==> config.mk <==
export PLATFORM = sky130hd
export DESIGN_NAME = branch_ctrl
export DESIGN_NICKNAME = d
export VERILOG_FILES = /design/src/rtl/branch_ctrl.sv
export SDC_FILE = /design/constraint.sdc
export NUM_CORES = 1
export LEC_CHECK = 0
export ABC_AREA = 0
export CAP_MARGIN = 20
export CORE_MARGIN = 1.5
export CORE_UTILIZATION = 45
export DETAILED_ROUTE_END_ITERATION = 12
export DONT_BUFFER_PORTS = 1
export GPL_TIMING_DRIVEN = 0
export PLACE_DENSITY = 0.66
export SLEW_MARGIN = 20
export SYNTH_ARGS = -nofsm -noshare
export SYNTH_HDL_FRONTEND = slang
export SYNTH_SLANG_ARGS = --single-unit
==> constraint.sdc <==
create_clock -name i_clk -period 3.3 [get_ports i_clk]
set_input_delay 0.66 -clock i_clk [delete_from_list [all_inputs] [get_ports i_clk]]
set_output_delay 0.66 -clock i_clk [all_outputs]
set_load 0.01 [all_outputs]
==> src/rtl/branch_ctrl.sv <==
// ---------------------------------------------------------------------------
// branch_ctrl
//   ID-stage branch/jump controller for a 5-stage pipeline. Detects data
//   hazards on the branch source registers and stalls ID until the operands
//   can be forwarded. It then resolves BEQ/BNE and raises the PC-select and
//   IF/ID flush. Unconditional jumps redirect the PC immediately. Three
//   saturating statistics counters track the branch, taken and stall events.
//
// Ports
//   i_clk, i_reset        clock, asynchronous active-low reset
//   i_branch_eq/ne        conditional branch decoded in ID (BEQ wins if both)
//   i_jump                unconditional jump decoded in ID
//   i_rs, i_rt            branch source registers
//   i_ex_reg_write        EX writes a register (ALU result forwardable next cycle)
//   i_ex_mem_read         EX is a load (two cycles before data is forwardable)
//   i_ex_rd               EX destination register
//   i_mem_mem_read        MEM is a load (one cycle before data is forwardable)
//   i_mem_rd              MEM destination register
//   i_comparison          ID equality result after forwarding
//   o_stall               hold PC and IF/ID, bubble into ID/EX
//   o_flush               squash the instruction in IF/ID
//   o_pc_src              select branch/jump target for next PC
//   o_branch_count        conditional branches resolved (saturating)
//   o_taken_count         conditional branches taken (saturating)
//   o_stall_count         cycles with o_stall=1 (saturating)
// ---------------------------------------------------------------------------
module branch_ctrl #(
    parameter int REG_SZ = 5,
    parameter int CNT_SZ = 16
) (
    input  logic              i_clk,
    input  logic              i_reset,
    input  logic              i_branch_eq,
    input  logic              i_branch_ne,
    input  logic              i_jump,
    input  logic [REG_SZ-1:0] i_rs,
    input  logic [REG_SZ-1:0] i_rt,
    input  logic              i_ex_reg_write,
    input  logic              i_ex_mem_read,
    input  logic [REG_SZ-1:0] i_ex_rd,
    input  logic              i_mem_mem_read,
    input  logic [REG_SZ-1:0] i_mem_rd,
    input  logic              i_comparison,
    output logic              o_stall,
    output logic              o_flush,
    output logic              o_pc_src,
    output logic [CNT_SZ-1:0] o_branch_count,
    output logic [CNT_SZ-1:0] o_taken_count,
    output logic [CNT_SZ-1:0] o_stall_count
);

    typedef enum logic [1:0] {
        IDLE    = 2'b00,
        STALL   = 2'b01,
        RESOLVE = 2'b10
    } state_t;

    localparam logic [CNT_SZ-1:0] CNT_MAX = {CNT_SZ{1'b1}};

    state_t state;
    state_t state_nxt;

    logic       br;
    logic       taken;
    logic       ex_match;
    logic       mem_match;
    logic [1:0] need;       // stall cycles still required before resolving
    logic       resolve;
    logic       stall_raw;
    logic       flush_raw;
    logic       pc_src_raw;

    // Register 0 is hard-wired to zero, so it never creates a dependency.
    assign ex_match  = (i_ex_rd  != '0) && ((i_ex_rd  == i_rs) || (i_ex_rd  == i_rt));
    assign mem_match = (i_mem_rd != '0) && ((i_mem_rd == i_rs) || (i_mem_rd == i_rt));

    always_comb begin
        need = 2'd0;
        if (i_ex_mem_read && ex_match) begin
            need = 2'd2;
        end else if ((i_ex_reg_write && ex_match) || (i_mem_mem_read && mem_match)) begin
            need = 2'd1;
        end
    end

    assign br    = i_branch_eq || i_branch_ne;
    // BEQ semantics win when both decode bits are set.
    assign taken = i_branch_eq ? i_comparison : (i_branch_ne && !i_comparison);

    // State register
    always_ff @(posedge i_clk or negedge i_reset) begin
        if (!i_reset) begin
            state <= IDLE;
        end else begin
            state <= state_nxt;
        end
    end

    // Next-state logic
    always_comb begin
        state_nxt = IDLE;
        case (state)
            IDLE: begin
                if (br && need == 2'd2) begin
                    state_nxt = STALL;
                end else if (br && need == 2'd1) begin
                    state_nxt = RESOLVE;
                end else begin
                    state_nxt = IDLE;
                end
            end
            STALL:   state_nxt = RESOLVE;
            RESOLVE: state_nxt = IDLE;
            default: state_nxt = IDLE;
        endcase
    end

    // Output logic; jumps are only honoured in IDLE without a branch.
    always_comb begin
        stall_raw  = 1'b0;
        flush_raw  = 1'b0;
        pc_src_raw = 1'b0;
        resolve    = 1'b0;
        case (state)
            IDLE: begin
                if (br) begin
                    if (need == 2'd0) begin
                        flush_raw  = taken;
                        pc_src_raw = taken;
                        resolve    = 1'b1;
                    end else begin
                        stall_raw  = 1'b1;
                    end
                end else if (i_jump) begin
                    flush_raw  = 1'b1;
                    pc_src_raw = 1'b1;
                end
            end
            STALL: begin
                stall_raw = 1'b1;
            end
            RESOLVE: begin
                flush_raw  = taken;
                pc_src_raw = taken;
                resolve    = 1'b1;
            end
            default: begin
                stall_raw = 1'b0;
            end
        endcase
    end

    // Reset masks the control outputs combinationally, not just via state.
    assign o_stall  = i_reset && stall_raw;
    assign o_flush  = i_reset && flush_raw;
    assign o_pc_src = i_reset && pc_src_raw;

    // Saturating statistics counters
    always_ff @(posedge i_clk or negedge i_reset) begin
        if (!i_reset) begin
            o_branch_count <= '0;
            o_taken_count  <= '0;
            o_stall_count  <= '0;
        end else begin
            if (resolve && o_branch_count != CNT_MAX) begin
                o_branch_count <= o_branch_count + 1'b1;
            end
            if (resolve && taken && o_taken_count != CNT_MAX) begin
                o_taken_count <= o_taken_count + 1'b1;
            end
            if (o_stall && o_stall_count != CNT_MAX) begin
                o_stall_count <= o_stall_count + 1'b1;
            end
        end
    end

endmodule

### After elaboration in Yosys (flattened, before gate mapping)

Cells that the tools add are included.

| operators by class | value |
|---|---|
| add/sub/neg operators | 3 |
| equal/unequal tests | 11 |
| multiplexer cells | 16 |
| reductions and logical operators | 23 |

Operators by type and width:

| kind | number |
|---|---|
| adder 16 x 1 -> 16 bit (second input constant) | 3 |
| != test 16 bit (second input constant) | 3 |
| equality test 5 bit | 4 |
| logical AND 1 bit | 14 |
| nonzero test 5 bit | 2 |
| 2-to-1 mux 1 bit | 9 |
| 2-to-1 mux 2 bit | 3 |
| case mux 1 bit (2 select lines) | 3 |
| equality test 2 x 1 -> 1 bit (second input constant) | 2 |
| equality test 2 bit (second input constant) | 2 |
| zero test 2 bit | 2 |
| logical OR 1 bit | 4 |
| case mux 2 bit (2 select lines) | 1 |
| zero test 1 bit | 1 |

| storage, ports and cells | value |
|---|---|
| register bits | 50 |
| bits of input ports | 29 |
| output and inout bits | 51 |
| logic and storage cells | 57 |

### Longest topological paths before layout

Gate-level depths: netlist of the first run.

| logic depth | value |
|---|---|
| depth after elaboration | 13 |
| mapped depth | 9 |
| gate-level depth less buffers | 8 |

### Worst setup path before layout of the first run

No wires, ideal clock.

| path | value |
|---|---|
| path kind | input-to-output |
| start point | in i_mem_rd[1] |
| end point | out o_pc_src |
| data arrival time | 2.343 ns |
| data required time | 2.640 ns |
| slack | 0.297 ns |
| cell stages on the path | 8 |
| buffers on the path | 2 |
| path through | or4_1 > o21a_1 > o2bb2ai_2 > o21ba_4 > buf_6 > o21ai_0 > and3b_1 > buf_4 |

| between the ends | value |
|---|---|
| cells in the longest elaborated chain, start to end | 12 |
| elaborated cells between the ends (all ways) | 14 |
| those cells by class | eq/ne (2); mux (5); reduce/logical (7) |

RTL lines:

| element | RTL line | RTL |
|---|---|---|
| from (decl) | 42 | `input logic [REG_SZ-1:0] i_mem_rd,` |
| equality test 5 bit | 75 | `assign mem_match = (i_mem_rd != '0) && ((i_mem_rd == i_rs) \|\| (i_mem_rd == i_rt));` |
| logical OR 1 bit | 75 |  |
| logical AND 1 bit * | 75 |  |
| logical AND 1 bit * | 81 | `end else if ((i_ex_reg_write && ex_match) \|\| (i_mem_mem_read && mem_match)) begin` |
| logical OR 1 bit * | 81 |  |
| 2-to-1 mux 1 bit * | 81 |  |
| 2-to-1 mux 2 bit * | 79 | `if (i_ex_mem_read && ex_match) begin` |
| zero test 2 bit * | 127 | `if (need == 2'd0) begin` |
| 2-to-1 mux 1 bit * (2 in series) | -- |  |
| case mux 1 bit (2 select lines) * | -- |  |
| logical AND 1 bit * | -- |  |
| to (decl) | 46 | `output logic o_pc_src,` |

Mark *: on every way between the ends. The rest lies on a longest branch, timed or not.

### Worst setup path after layout of the first run

Same ends and word-level chain as after synthesis.

==> reports/summary.txt, run 1 <==
GRT Util Overall -> 0.176
Drt pass-1 iters -> 4
WP data required -> 2.64 ns
Post-synthesis simple-gate area fraction -> 0.264
Post CTS Setup Buffer Count -> 0
Crit. End Element -> output port
Synth top area share -> 0.437
Critical path class -> in2out
Chip Width -> 82.7 um
Reg clk slew, reported paths -> 0.09 ns
CTS Sinks -> 50
EDFF count, synth -> 0
Unrepaired setup endpoints after global routing -> false
Num rows -> 28
Final period util -> 0.946
Setup violators final -> 0
Port bufs -> 0
LEAKAGE -> 1.33 nW
GRT overflow -> 0
Fin area -> 0.00304 sq mm
Share of cells above drive strength 1 -> 0.116
CTS root buffer -> clkbuf_8
CTS H-tree depth -> 2
Worst Tran Pin Value -> 0.474 ns
Core area -> 0.00603 sq mm
Drt initial violations -> 84
CP Cell Sequence -> or4_1 -> o21a_1 -> o2bb2ai_2 -> o21ba_4 -> buf_6 -> o21ai_0 -> and3b_2 -> buf_4
Die height -> 82.7 um
Dpl hpwl -> 4260 um
Minimum clock period -> 3.12 ns
Top cells by count, synth -> dfrtp_1, xor2_1, xnor2_1
Clock skew -> 0.00541 ns
Crit-path max FO -> 10
Net Sw Frac -> 0.353
Crit-path max cell delay -> 0.50 ns
Worst hold path type -> in2async
Top cells by area, synth -> dfrtp_1, xor2_1, xnor2_1
Total routed wirelength -> 5710 um
Detailed-route DRC error count -> 0
Starting Density -> 0.475
Post-CTS Hold Buffers -> 0
Area grow syn2layout -> 6.34%
Mapped Nets -> 308
Register area -> 0.00125 sq mm
Filler Cell Count -> 578
Clk network pwr share -> 0.218
Vias in the first global route -> 1982
Wire length per cell -> 15.9 um
Number of nets with antenna violations after routing -> 0
Pwr Total -> 1.61 mW
CP max stage cell -> or4_1
Main flop type after synthesis -> dfrtp_1
Gate Count Post-Synth -> 276
Crit start category -> input port
Setup TNS -> 0 ns
CTS-repair resized insts -> 0
Clk Latency, worst-skew pair -> 0.29 ns
Clock buffer depth -> 2
Ant. Diodes -> 0
Final Hold Vio Count -> 0
Area of the multi-input gates -> 0.00155 sq mm
Post-layout util -> 0.505
Max Clk Rate -> 320 MHz
Sequential element share of the synthesized area -> 0.437
DR vias -> 2029
Inserted Clock Buffers -> 5
Final nets -> 315
Via density -> 5.65
Sequential share of power -> 0.593
Worst vdd ir -> 0.000284 V
Boundary pin count -> 80
Flops & latches, synth -> 50
Mean post-synth cell area -> 10.4 sq um
Largest family of logic cells by synthesized area -> simple AND/OR/NAND/NOR gates
Most common cell in the netlist -> dfrtp_1
Slew Limit Fails -> 0
Synth Area in XOR/XNOR -> 0.196
CTS tree -> built
Full die area -> 0.00684 sq mm
Top cell type by total area after synthesis -> dfrtp_1
Post-Syn Area -> 0.00286 sq mm
Largest net degree at the start of global routing -> 54
Synth warn -> 0
Ys async rst share -> 1.00
DP Area -> 0.00295 sq mm
Initial antenna violation count -> 0
MaxCap Viol Count -> 0
First-pass GRT wire length -> 9180 um
Combinational Power Share -> 0.189
Max transition margin -> 0.682
Adder-cell share of the synthesized area -> 0.0131
Cell internal pwr -> 1.04 mW
Net Switching -> 0.568 mW
Post-synthesis mux area share -> 0.0171
Gp weighted congestion -> 0.744
Pwr/cell area -> 530 mW/mm^2
Critical Path AT -> 2.46 ns
Synth Area in Compound Gates -> 0.0516
Status -> finished clean
Synth unique cells -> 47
[final timing paths]
kind	slack (ns)	depth (start not counted)	endpoint	from
worst max register to register	0.85	8	o_branch_count[14]$_DFFE_PN0P_	o_branch_count[6]$_DFFE_PN0P_
max in group asynchronous	3.15	0	o_taken_count[3]$_DFFE_PN0P_	i_reset
worst min-delay path	0.05	0	o_taken_count[15]$_DFFE_PN0P_	i_reset
worst min register to register	0.55	1	o_stall_count[10]$_DFFE_PN0P_	o_stall_count[10]$_DFFE_PN0P_
worst max-delay path	0.18	8	o_pc_src	i_mem_rd[1]
min in group i_clk	0.53	1	state[0]$_DFF_PN0_	i_ex_mem_read
[cell families (layout without fill, tap and decap cells)]
kind of cell | Yosys count | after routing
compound gates | 15 | 15
buf+inv | 12 | 20
flops | 50 | 50
fa+ha+maj | 3 | 3
mux | 4 | 4
simple gates | 128 | 128
xor+xnor | 64 | 64
[cell usage in the layout, fill, tap and decap left out, drive strengths merged, types with 2 or more instances in the layout]
cell    synthesis  final
nand3b          3      3
o22ai           2      2
o21ai           2      2
clkinv          0      2
mux2            4      4
or4             3      3
nor3           15     15
xnor2          27     27
a21oi           3      3
dfrtp          50     50
xor2           37     37
clkbuf          3      9
ha              3      3
nor2b           2      2
nor2           21     21
nor4           11     11
nand4          10     10
nand2          13     13
nor4b           4      4
buf             4      4
and4            4      4
nand2b          2      2
inv             5      5
nand3          23     23
o21a            2      2
and2            2      2
and3            8      8
[worst max-delay path, delay by kind of cell]
family	cells	cell delay [ns]
AO/OA/AOI/OAI	4	0.76
AND/OR/NAND/NOR	2	0.75
buffers and inverters	2	0.28
[area by class of cell]
| type | count | area share |
|---|---|---|
| multi-input cells | 214 | 0.510 |
| clock inverters | 2 | 0.00452 |
| plain buffers | 7 | 0.0132 |
| flip-flops and latches | 50 | 0.411 |
| well taps | 75 | 0.0309 |
| clock buffers | 6 | 0.0239 |
| inverters | 5 | 0.00617 |
[per-layer routing]
| layer | vias up | GRT usage | share of wire |
|---|---|---|---|
| met3 | 5 | 0.0516 | 0.060 |
| li1 | 995 | - | - |
| met4 | 0 | 0.0483 | 0.0096 |
| met1 | 969 | 0.210 | 0.45 |
| met2 | 60 | 0.307 | 0.48 |
| met5 | - | 0 | 0 |
[state kept, by name, indices dropped and copies added (netlist names)]
signal and count:
o_branch_count 16, o_stall_count 16, o_taken_count 16, state 2
[metrics by stage]
step	cells	setup WS [ns]	hold slack (ns)
after detailed placement	351	0.156	0.367
after global placement	351	0.162	0.367
after CTS	359	0.152	0.0361
after floorplan	276	0.297	0.364
final	359	0.179	0.0480
after global routing	359	0.0506	0.0248
[power by group through the flow]
| stage | Clock (mW) | Sequential [mW] | Combinational (mW) |
|---|---|---|---|
| 2_1_floorplan | 0 | 0.922 | 0.262 |
| 3_3_place_gp | 0 | 0.963 | 0.297 |
| 3_5_place_dp | 0 | 0.970 | 0.306 |
| 4_1_cts | 0.367 | 0.959 | 0.310 |
| 5_1_grt | 0.390 | 0.980 | 0.347 |
| 6_report | 0.351 | 0.956 | 0.305 |
(Power assumes the default switching activity.)
==> run 2, diff against run 1 <==
==> constraint.sdc (replaced) <==
create_clock -name i_clk -period 3.3 [get_ports i_clk]
set_input_delay 0.66 -clock i_clk [delete_from_list [all_inputs] [get_ports i_clk]]
set_output_delay 0.66 -clock i_clk [all_outputs]
set_load 0.005 [all_outputs]
==> run 2 against run 1 <==
  * Largest cell class unchanged
  * Final cell count stayed put
  * Routed wire length is 0.44% lower
  * Clock-buffer cell count stayed put
  * First-iteration DRC count is 17% lower
  * Flip-flop and latch count stayed put
  * Combinational power hardly changed
==> reports/summary.txt, run 2 (synthesis results as in run 1) <==
Status -> finished clean
Detailed-route DRC error count -> 0
CTS tree -> built
Full die area -> 0.00684 sq mm
Crit-path max FO -> 10
Inserted Clock Buffers -> 5
Unrepaired setup endpoints after global routing -> false
Max Clk Rate -> 323 MHz
CTS H-tree depth -> 2
Max transition margin -> 0.682
Crit. End Element -> output port
Combinational Power Share -> 0.194
Post CTS Setup Buffer Count -> 0
Via density -> 5.65
Critical path class -> in2out
Vias in the first global route -> 1982
Slew Limit Fails -> 0
Sequential share of power -> 0.583
Starting Density -> 0.475
GRT overflow -> 0
FF-to-FF End -> o_branch_count[14]$_DFFE_PN0P_
Boundary pin count -> 80
Drt initial violations -> 70
Chip Width -> 82.7 um
Net Switching -> 0.522 mW
Worst vdd ir -> 0.000266 V
Num rows -> 28
Wire length per cell -> 15.8 um
Area grow syn2layout -> 6.30%
WP data required -> 2.64 ns
Cell internal pwr -> 1.04 mW
Largest net degree at the start of global routing -> 54
Drt pass-1 iters -> 4
Top flop regs -> o_branch_count (16), o_stall_count (16), o_taken_count (16)
Ant. Diodes -> 0
First-pass GRT wire length -> 9180 um
DR vias -> 2029
Gp weighted congestion -> 0.744
Port bufs -> 0
Crit Reg-Reg Startpoint -> o_branch_count[6]$_DFFE_PN0P_
Clock buffer depth -> 2
CTS Sinks -> 50
CTS-repair resized insts -> 0
FF-to-FF path depth -> 8
Minimum clock period -> 3.09 ns
CTS root buffer -> clkbuf_8
Share of cells above drive strength 1 -> 0.113
LEAKAGE -> 1.33 nW
Critical Path AT -> 2.43 ns
MaxCap Viol Count -> 0
Clock skew -> 0.00565 ns
Pwr/cell area -> 515 mW/mm^2
Clk Latency, worst-skew pair -> 0.30 ns
Worst hold path type -> in2async
Worst R2R Setup Slack -> 0.90 ns
Reg clk slew, reported paths -> 0.09 ns
GRT Util Overall -> 0.176
Die height -> 82.7 um
Setup violators final -> 0
Dpl hpwl -> 4260 um
Post-CTS Hold Buffers -> 0
Total routed wirelength -> 5680 um
Highest-count cells in the layout ignoring fill and taps -> dfrtp_1, xor2_1, xnor2_1, nand3_1, nor2_1
Number of nets with antenna violations after routing -> 0
Final nets -> 315
Final period util -> 0.938
Clk network pwr share -> 0.223
Most common cell after layout, fill and taps aside -> dfrtp_1
Crit start category -> input port
Setup TNS -> 0 ns
Filler Cell Count -> 578
Final Hold Vio Count -> 0
Worst Tran Pin Value -> 0.473 ns
Pwr Total -> 1.57 mW
Initial antenna violation count -> 0
Core area -> 0.00603 sq mm
Net Sw Frac -> 0.333
==> run 2: cell counts in the layout (fill, tap and decap cells not counted) <==
No cell type changed its count.
==> run 2: stage by stage <==
step	hold WS, ns	instance area, sq um	util	worst slack [ns]	instances
after floorplan	0.364	2860	-	0.358	276
after global placement	0.367	2950	0.490	0.219	351
after detailed placement	0.367	2950	0.490	0.213	351
after CTS	0.0361	3040	0.505	0.209	359
after global routing	0.0248	3040	0.505	0.0437	359
final	0.0480	3040	0.505	0.206	359
==> run 2: layer usage <==
metal | share of wire | vias up | global-route usage
li1 | - | 997 | -
met1 | 0.45 | 965 | 0.210
met2 | 0.48 | 62 | 0.307
met3 | 0.060 | 5 | 0.0516
met4 | 0.0097 | 0 | 0.0483
met5 | 0 | - | 0
==> run 2: critical path: stages <==
cell	delay, ns
or4_1	0.50
o21a_1	0.23
o2bb2ai_2	0.15
o21ba_4	0.24
buf_6	0.15
o21ai_0	0.14
and3b_1	0.22
buf_4	0.12
==> run 2: how the worst max path moves through the flow <==
| stage | from | to | slack, ns | cells after the start |
|---|---|---|---|---|
| 2_1_floorplan | i_mem_rd[1] | o_pc_src | 0.36 | 8 |
| 3_3_place_gp | i_mem_rd[1] | o_pc_src | 0.22 | 8 |
| 3_5_place_dp | i_mem_rd[1] | o_pc_src | 0.21 | 8 |
| 4_1_cts | i_mem_rd[1] | o_pc_src | 0.21 | 8 |
| 5_1_grt | i_mem_rd[1] | o_pc_src | 0.04 | 8 |
| 6_report | i_mem_rd[1] | o_pc_src | 0.21 | 8 |
==> run 2: power groups by stage <==
stage / Combinational (mW) / Clock, mW / Sequential (mW)
2_1_floorplan: 0.261 / 0 / 0.879
3_5_place_dp: 0.305 / 0 / 0.927
5_1_grt: 0.347 / 0.390 / 0.937
3_3_place_gp: 0.296 / 0 / 0.920
4_1_cts: 0.309 / 0.367 / 0.916
6_report: 0.304 / 0.350 / 0.913
==> run 2: layout make-up <==
type	instances	area, sq um	area share
Buffer	7	40.0	0.0132
Clock buffer	6	72.6	0.0239
Clock inverter	2	13.8	0.00453
Inverter	5	18.8	0.00617
Multi-Input combinational cell	214	1550	0.510
Sequential cell	50	1250	0.412
Tap cell	75	93.8	0.0309
